**config.mk**
```make
export PLATFORM = sky130hd
export DESIGN_NAME = fetch_ctrl
export DESIGN_NICKNAME = d
export VERILOG_FILES = /design/src/rtl/fetch_ctrl_pkg.sv /design/src/rtl/fetch_ctrl.sv
export SDC_FILE = /design/constraint.sdc
export NUM_CORES = 1
export LEC_CHECK = 0
export BUFFER_PORTS_ARGS = -buffer_cell sky130_fd_sc_hd__buf_2
export CORE_ASPECT_RATIO = 1.25
export CORE_UTILIZATION = 49
export CTS_CLUSTER_SIZE = 24
export DETAILED_ROUTE_END_ITERATION = 8
export PLACE_DENSITY = 0.83
export SKIP_CTS_REPAIR_TIMING = 1
export SYNTH_ARGS = -nofsm -noshare
export SYNTH_HDL_FRONTEND = slang
export SYNTH_SLANG_ARGS = --single-unit
export TNS_END_PERCENT = 100
```
**constraint.sdc**
```tcl
create_clock -name clk -period 2.4 [get_ports clk]
set_clock_uncertainty 0.1 [all_clocks]
set_input_delay 0.36 -clock clk [delete_from_list [all_inputs] [get_ports clk]]
set_output_delay 0.36 -clock clk [all_outputs]
set_load 0.05 [all_outputs]
```
**src/rtl/fetch_ctrl_pkg.sv**
```systemverilog
// fetch_ctrl_pkg: shared CPU constants for the fetch controller.
//   - fetch_state_e   : redirect FSM encoding (RUN / PEND)
//   - EXC_VEC_DEFAULT : default exception vector used when no EPC is supplied
package fetch_ctrl_pkg;

    localparam logic [31:0] EXC_VEC_DEFAULT = 32'h0000_4180;

    typedef enum logic [0:0] {
        StRun  = 1'b0,
        StPend = 1'b1
    } fetch_state_e;

endpackage

```
**src/rtl/fetch_ctrl.sv**
```systemverilog
// fetch_ctrl: IF-stage PC redirect controller.
// Selects the next PC source with priority exception > pending redirect > new
// branch > PC+4. A branch resolved while fetch is stalled is parked in pend_pc
// and replayed on the first unstalled cycle.
//
// Ports:
//   clk, reset        clock, synchronous active-high reset
//   stall_req         freeze request from the hazard unit
//   br_req/br_target  taken branch/jump pulse and its target
//   exc_req/exc_target exception/interrupt/eret pulse and EPC (0 -> EXC_VEC)
//   StallF            PC hold to IF stage
//   PC_MUX_sel        1: take NPC_out_PC, 0: take PC+4
//   NPC_out_PC        redirect address (0 when PC_MUX_sel=0)
//   FlushD            clear IF/ID register
//   pend_valid        a captured branch redirect is waiting
//   err_drop          sticky: a branch redirect was discarded
//   stall_cnt         saturating count of cycles with StallF=1
module fetch_ctrl
    import fetch_ctrl_pkg::*;
#(
    parameter int unsigned CNT_W   = 32,
    parameter logic [31:0] EXC_VEC = EXC_VEC_DEFAULT
) (
    input  logic             clk,
    input  logic             reset,
    input  logic             stall_req,
    input  logic             br_req,
    input  logic [31:0]      br_target,
    input  logic             exc_req,
    input  logic [31:0]      exc_target,
    output logic             StallF,
    output logic             PC_MUX_sel,
    output logic [31:0]      NPC_out_PC,
    output logic             FlushD,
    output logic             pend_valid,
    output logic             err_drop,
    output logic [CNT_W-1:0] stall_cnt
);

    localparam logic [CNT_W-1:0] CntMax = {CNT_W{1'b1}};
    localparam logic [CNT_W-1:0] CntOne = {{(CNT_W-1){1'b0}}, 1'b1};

    fetch_state_e     state_q;
    logic [31:0]      pend_pc_q;
    logic             err_drop_q;
    logic [CNT_W-1:0] stall_cnt_q;

    // Output decode: purely combinational from state and inputs.
    always_comb begin
        StallF     = stall_req & ~exc_req;
        PC_MUX_sel = 1'b0;
        NPC_out_PC = 32'h0;
        FlushD     = 1'b0;
        if (exc_req) begin
            PC_MUX_sel = 1'b1;
            NPC_out_PC = (exc_target != 32'h0) ? exc_target : EXC_VEC;
            FlushD     = 1'b1;
        end else if (state_q == StPend) begin
            // Parked target replays as soon as the stall lifts.
            if (!stall_req) begin
                PC_MUX_sel = 1'b1;
                NPC_out_PC = pend_pc_q;
            end
        end else if (br_req && !stall_req) begin
            // Delay slot is kept, so no flush on a plain branch.
            PC_MUX_sel = 1'b1;
            NPC_out_PC = br_target;
        end
    end

    always_ff @(posedge clk) begin
        if (reset) begin
            state_q     <= StRun;
            pend_pc_q   <= 32'h0;
            err_drop_q  <= 1'b0;
            stall_cnt_q <= '0;
        end else begin
            if (StallF && (stall_cnt_q != CntMax)) begin
                stall_cnt_q <= stall_cnt_q + CntOne;
            end
            if (exc_req) begin
                // Exception supersedes everything; a concurrent branch is
                // dropped silently because it belongs to the flushed path.
                state_q   <= StRun;
                pend_pc_q <= 32'h0;
            end else if (state_q == StPend) begin
                if (br_req) begin
                    err_drop_q <= 1'b1;
                end
                if (!stall_req) begin
                    state_q <= StRun;
                end
            end else if (br_req && stall_req) begin
                state_q   <= StPend;
                pend_pc_q <= br_target;
            end
        end
    end

    assign pend_valid = (state_q == StPend);
    assign err_drop   = err_drop_q;
    assign stall_cnt  = stall_cnt_q;

endmodule

```
==> summary.txt <==
Worst setup path
  • Reg2reg setup slack: 0.32 ns
  • R2R cell count: 5
  • Worst-path maximum fanout: 3
  • Worst path cell trace: buf_2 > nor4_1 > nand4_1 > o21ai_1 > nor2_1 > nor2_1 > buf_2
  • Crit end category: output pin
  • Worst EP required: 1.94 ns
  • Critical path class: input port to output pin
  • CP max stage delay: 0.48 ns
  • Critical Path AT: 1.79 ns
  • CP startpoint kind: input port
  • Critical path's slowest cell: nor4_1
  • Reg-to-Reg End: stall_cnt[27]
  • R2R Path Start: stall_cnt[9]

Die
  • Die area: 0.00754 mm^2
  • # rows: 34
  • Core area: 0.00698 mm^2
  • # IOs: 138
  • Starting density of the core: 50.5%
  • Die Y: 96.8 um
  • Die width: 77.9 um

Synth
  • FFs w/ async S/R, synth: 0%
  • Top FF cell, synth: dfxtp_1
  • Post-Syn Nets: 534
  • Seq/Total Area, Yosys: 37.5%
  • Most common cell in the synthesized netlist: nand2_1
  • Area contributors post-synth: dfxtp_1, nand2_1, a21oi_1, a22oi_1, o21ai_0
  • Yosys top cell area share: 37.5%
  • Top cells by count, synth: nand2_1, dfxtp_1, a21oi_1, o21ai_0, nor2_1
  • Post-synth EDFFs: 0
  • Synth Register Bits: 66
  • Post-Syn Instances: 464
  • Post-synth cell types: 51
  • Dominant cell type by area after synthesis: dfxtp_1
  • Synth warn: 0
  • Synthesized area: 0.00352 mm^2
  • Avg Synthesized Cell Area: 7.60 um^2

Finish
  • Number of antenna diodes: 0
  • Fraction of layout cells with a size suffix above 1: 36.4%
  • # nets final: 659
  • Synth-to-Final Area Change: 30.1%
  • Fill cell count: 625
  • Non-Filler Cell Area, Final: 0.00459 mm^2

Timing
  • RSZ-0062 raised after global routing: no
  • Final period util: 93.9%
  • Fin Setup TNS: 0 ns
  • Worst-margin pin slew: 0.585 ns
  • Setup-failing EPs final: 0
  • Fmax: 444 MHz
  • Fin. Hold Viols: 0
  • Max-slew violation count: 0
  • Worst rel slew slack: 61.0%
  • Min Tclk post-route: 2.25 ns

Route
  • Iter 0 DRT Violations: 153
  • DRC Markers: 0
  • Post-detailed-route count of antenna-violating nets: 0
  • Wire per inst: 14.0 um
  • Pre-antenna DRT Iters: 4
  • Final WL: 9.56 mm
  • Post-DR vias/cell: 5.64
  • Via count: 3860

GRT
  • Initial antenna violation count: 0
  • GRT Overall Usage: 25.3%
  • GRT Residual Overflow: 0
  • First-pass GRT wire length: 15.5 mm
  • Vias in the first global route: 3390
  • Largest net degree at the start of global routing: 65

Place
  • GP Congestion: 0.879
  • Post-DP HPWL: 6.85 mm
  • Port Buffers: 137
  • Post-place instance area: 0.00438 mm^2

Power
  • Total chip power: 2.53 mW
  • Leakage: 1.81 nW
  • VDD IR-drop max: 0.456 mV
  • Power per cell area: 551 mW/mm^2

Clock network
  • Clock sinks: 66
  • Clock tree from TritonCTS: done
  • Root Driver: clkbuf_8
  • Clk slew on worst S/H paths: 0.08 ns
  • H-Tree Depth: 3
  • Clock insertion delay at the later pin of the skew report: 0.34 ns
  • CTS buffer count: 9
  • Clock Path Buffers: 2

Worst hold path
  • Worst Hold End: pend_pc_q[26]
  • Hold Path Class: input port to flip-flop
  • Hold path depth: 3
  • Hold_sp: br_target[26]

Status
  • Status: finished clean

Run
  • Max-cap violations: 0
## state kept, by name (all words and copies together), names as in the netlist
signal and flops:
pend_pc_q 32, stall_cnt 32, err_drop 1, pend_valid 1
## how the worst max path moves through the flow
stage,start,to,depth (start not counted)
after detailed placement,exc_target[17],NPC_out_PC[14],7
after floorplan,pend_valid,NPC_out_PC[14],5
after global routing,pend_valid,NPC_out_PC[14],5
after global placement,exc_target[17],NPC_out_PC[14],7
after CTS,exc_target[17],NPC_out_PC[14],7
final,exc_target[0],NPC_out_PC[8],7
## worst max-delay path, delay by kind of cell
family,cells,cell delay (ns)
and+or+nand+nor,4,0.81
buffers and inverters,2,0.38
AOI/OAI and AO/OA,1,0.24
## per-stage QoR
stage	worst slack (ns)	utilization, %	hold WS, ns	cells
2_1_floorplan	0.0298	-	0.336	464
3_3_place_gp	0.125	62.8	0.341	668
3_5_place_dp	0.0596	62.8	0.348	668
4_1_cts	0.0583	65.7	0.146	684
5_1_grt	0.0194	65.7	0.161	684
6_report	0.147	65.7	0.164	684
## cell usage in the layout, fill, tap and decap left out, types with 2 or more instances in the layout
master,Yosys,final
buf_2,2,137
nand2_1,102,102
dfxtp_1,66,66
a21oi_1,45,45
nor2_1,31,30
a22oi_1,29,29
o21ai_2,0,29
xnor2_1,19,19
nand4_1,13,13
nor4_1,11,11
nand3_1,10,10
clkbuf_8,1,10
o21ai_1,6,7
inv_1,7,7
a211oi_1,7,7
buf_4,1,7
o21ai_0,35,5
or3_2,5,5
or3_1,4,4
a221oi_1,3,3
nor3_1,3,3
or4_1,3,3
clkinvlp_4,0,3
and4_2,2,2
nor4_2,2,2
a2111oi_0,2,2
buf_12,0,2
## final cells by class
cell class	count	area, um^2	share of cell area, %
Inverter	9	33.8	0.736
Tap cell	90	113	2.45
Timing Repair Buffer	147	790	17.2
Multi-Input combinational cell	356	2130	46.3
Sequential cell	66	1320	28.8
Clock buffer	10	138	3.00
Clock inverter	6	66.3	1.45
## kinds of logic (layout without fill, tap and decap cells)
| group | after synthesis | in the layout | share of synthesized area (%) |
|---|---|---|---|
| simple gates | 203 | 203 | 29.0 |
| compound gates | 131 | 131 | 22.4 |
| flops | 66 | 66 | 37.5 |
| buf+inv | 42 | 172 | 5.57 |
| xor+xnor | 20 | 20 | 4.97 |
| fa+ha+maj | 1 | 1 | 0.355 |
| mux | 1 | 1 | 0.284 |
## routing by layer
layer	track usage, %	part of all wire [%]	vias to the layer above	wire length (um)
met3	5.85	7.3	14	699
met1	28.9	41	1786	3970
met4	8.85	1.2	0	112
met2	45.3	50	152	4780
li1	-	-	1908	-
met5	0	0	-	0
## power by group
group          leakage, nW  internal, mW  switching [mW]
Sequential           0.533          1.11         0.00903
Combinational         1.18         0.133           0.324
Clock               0.0945         0.508           0.444
Total                 1.81          1.75           0.777
(Power assumes the default switching activity.)
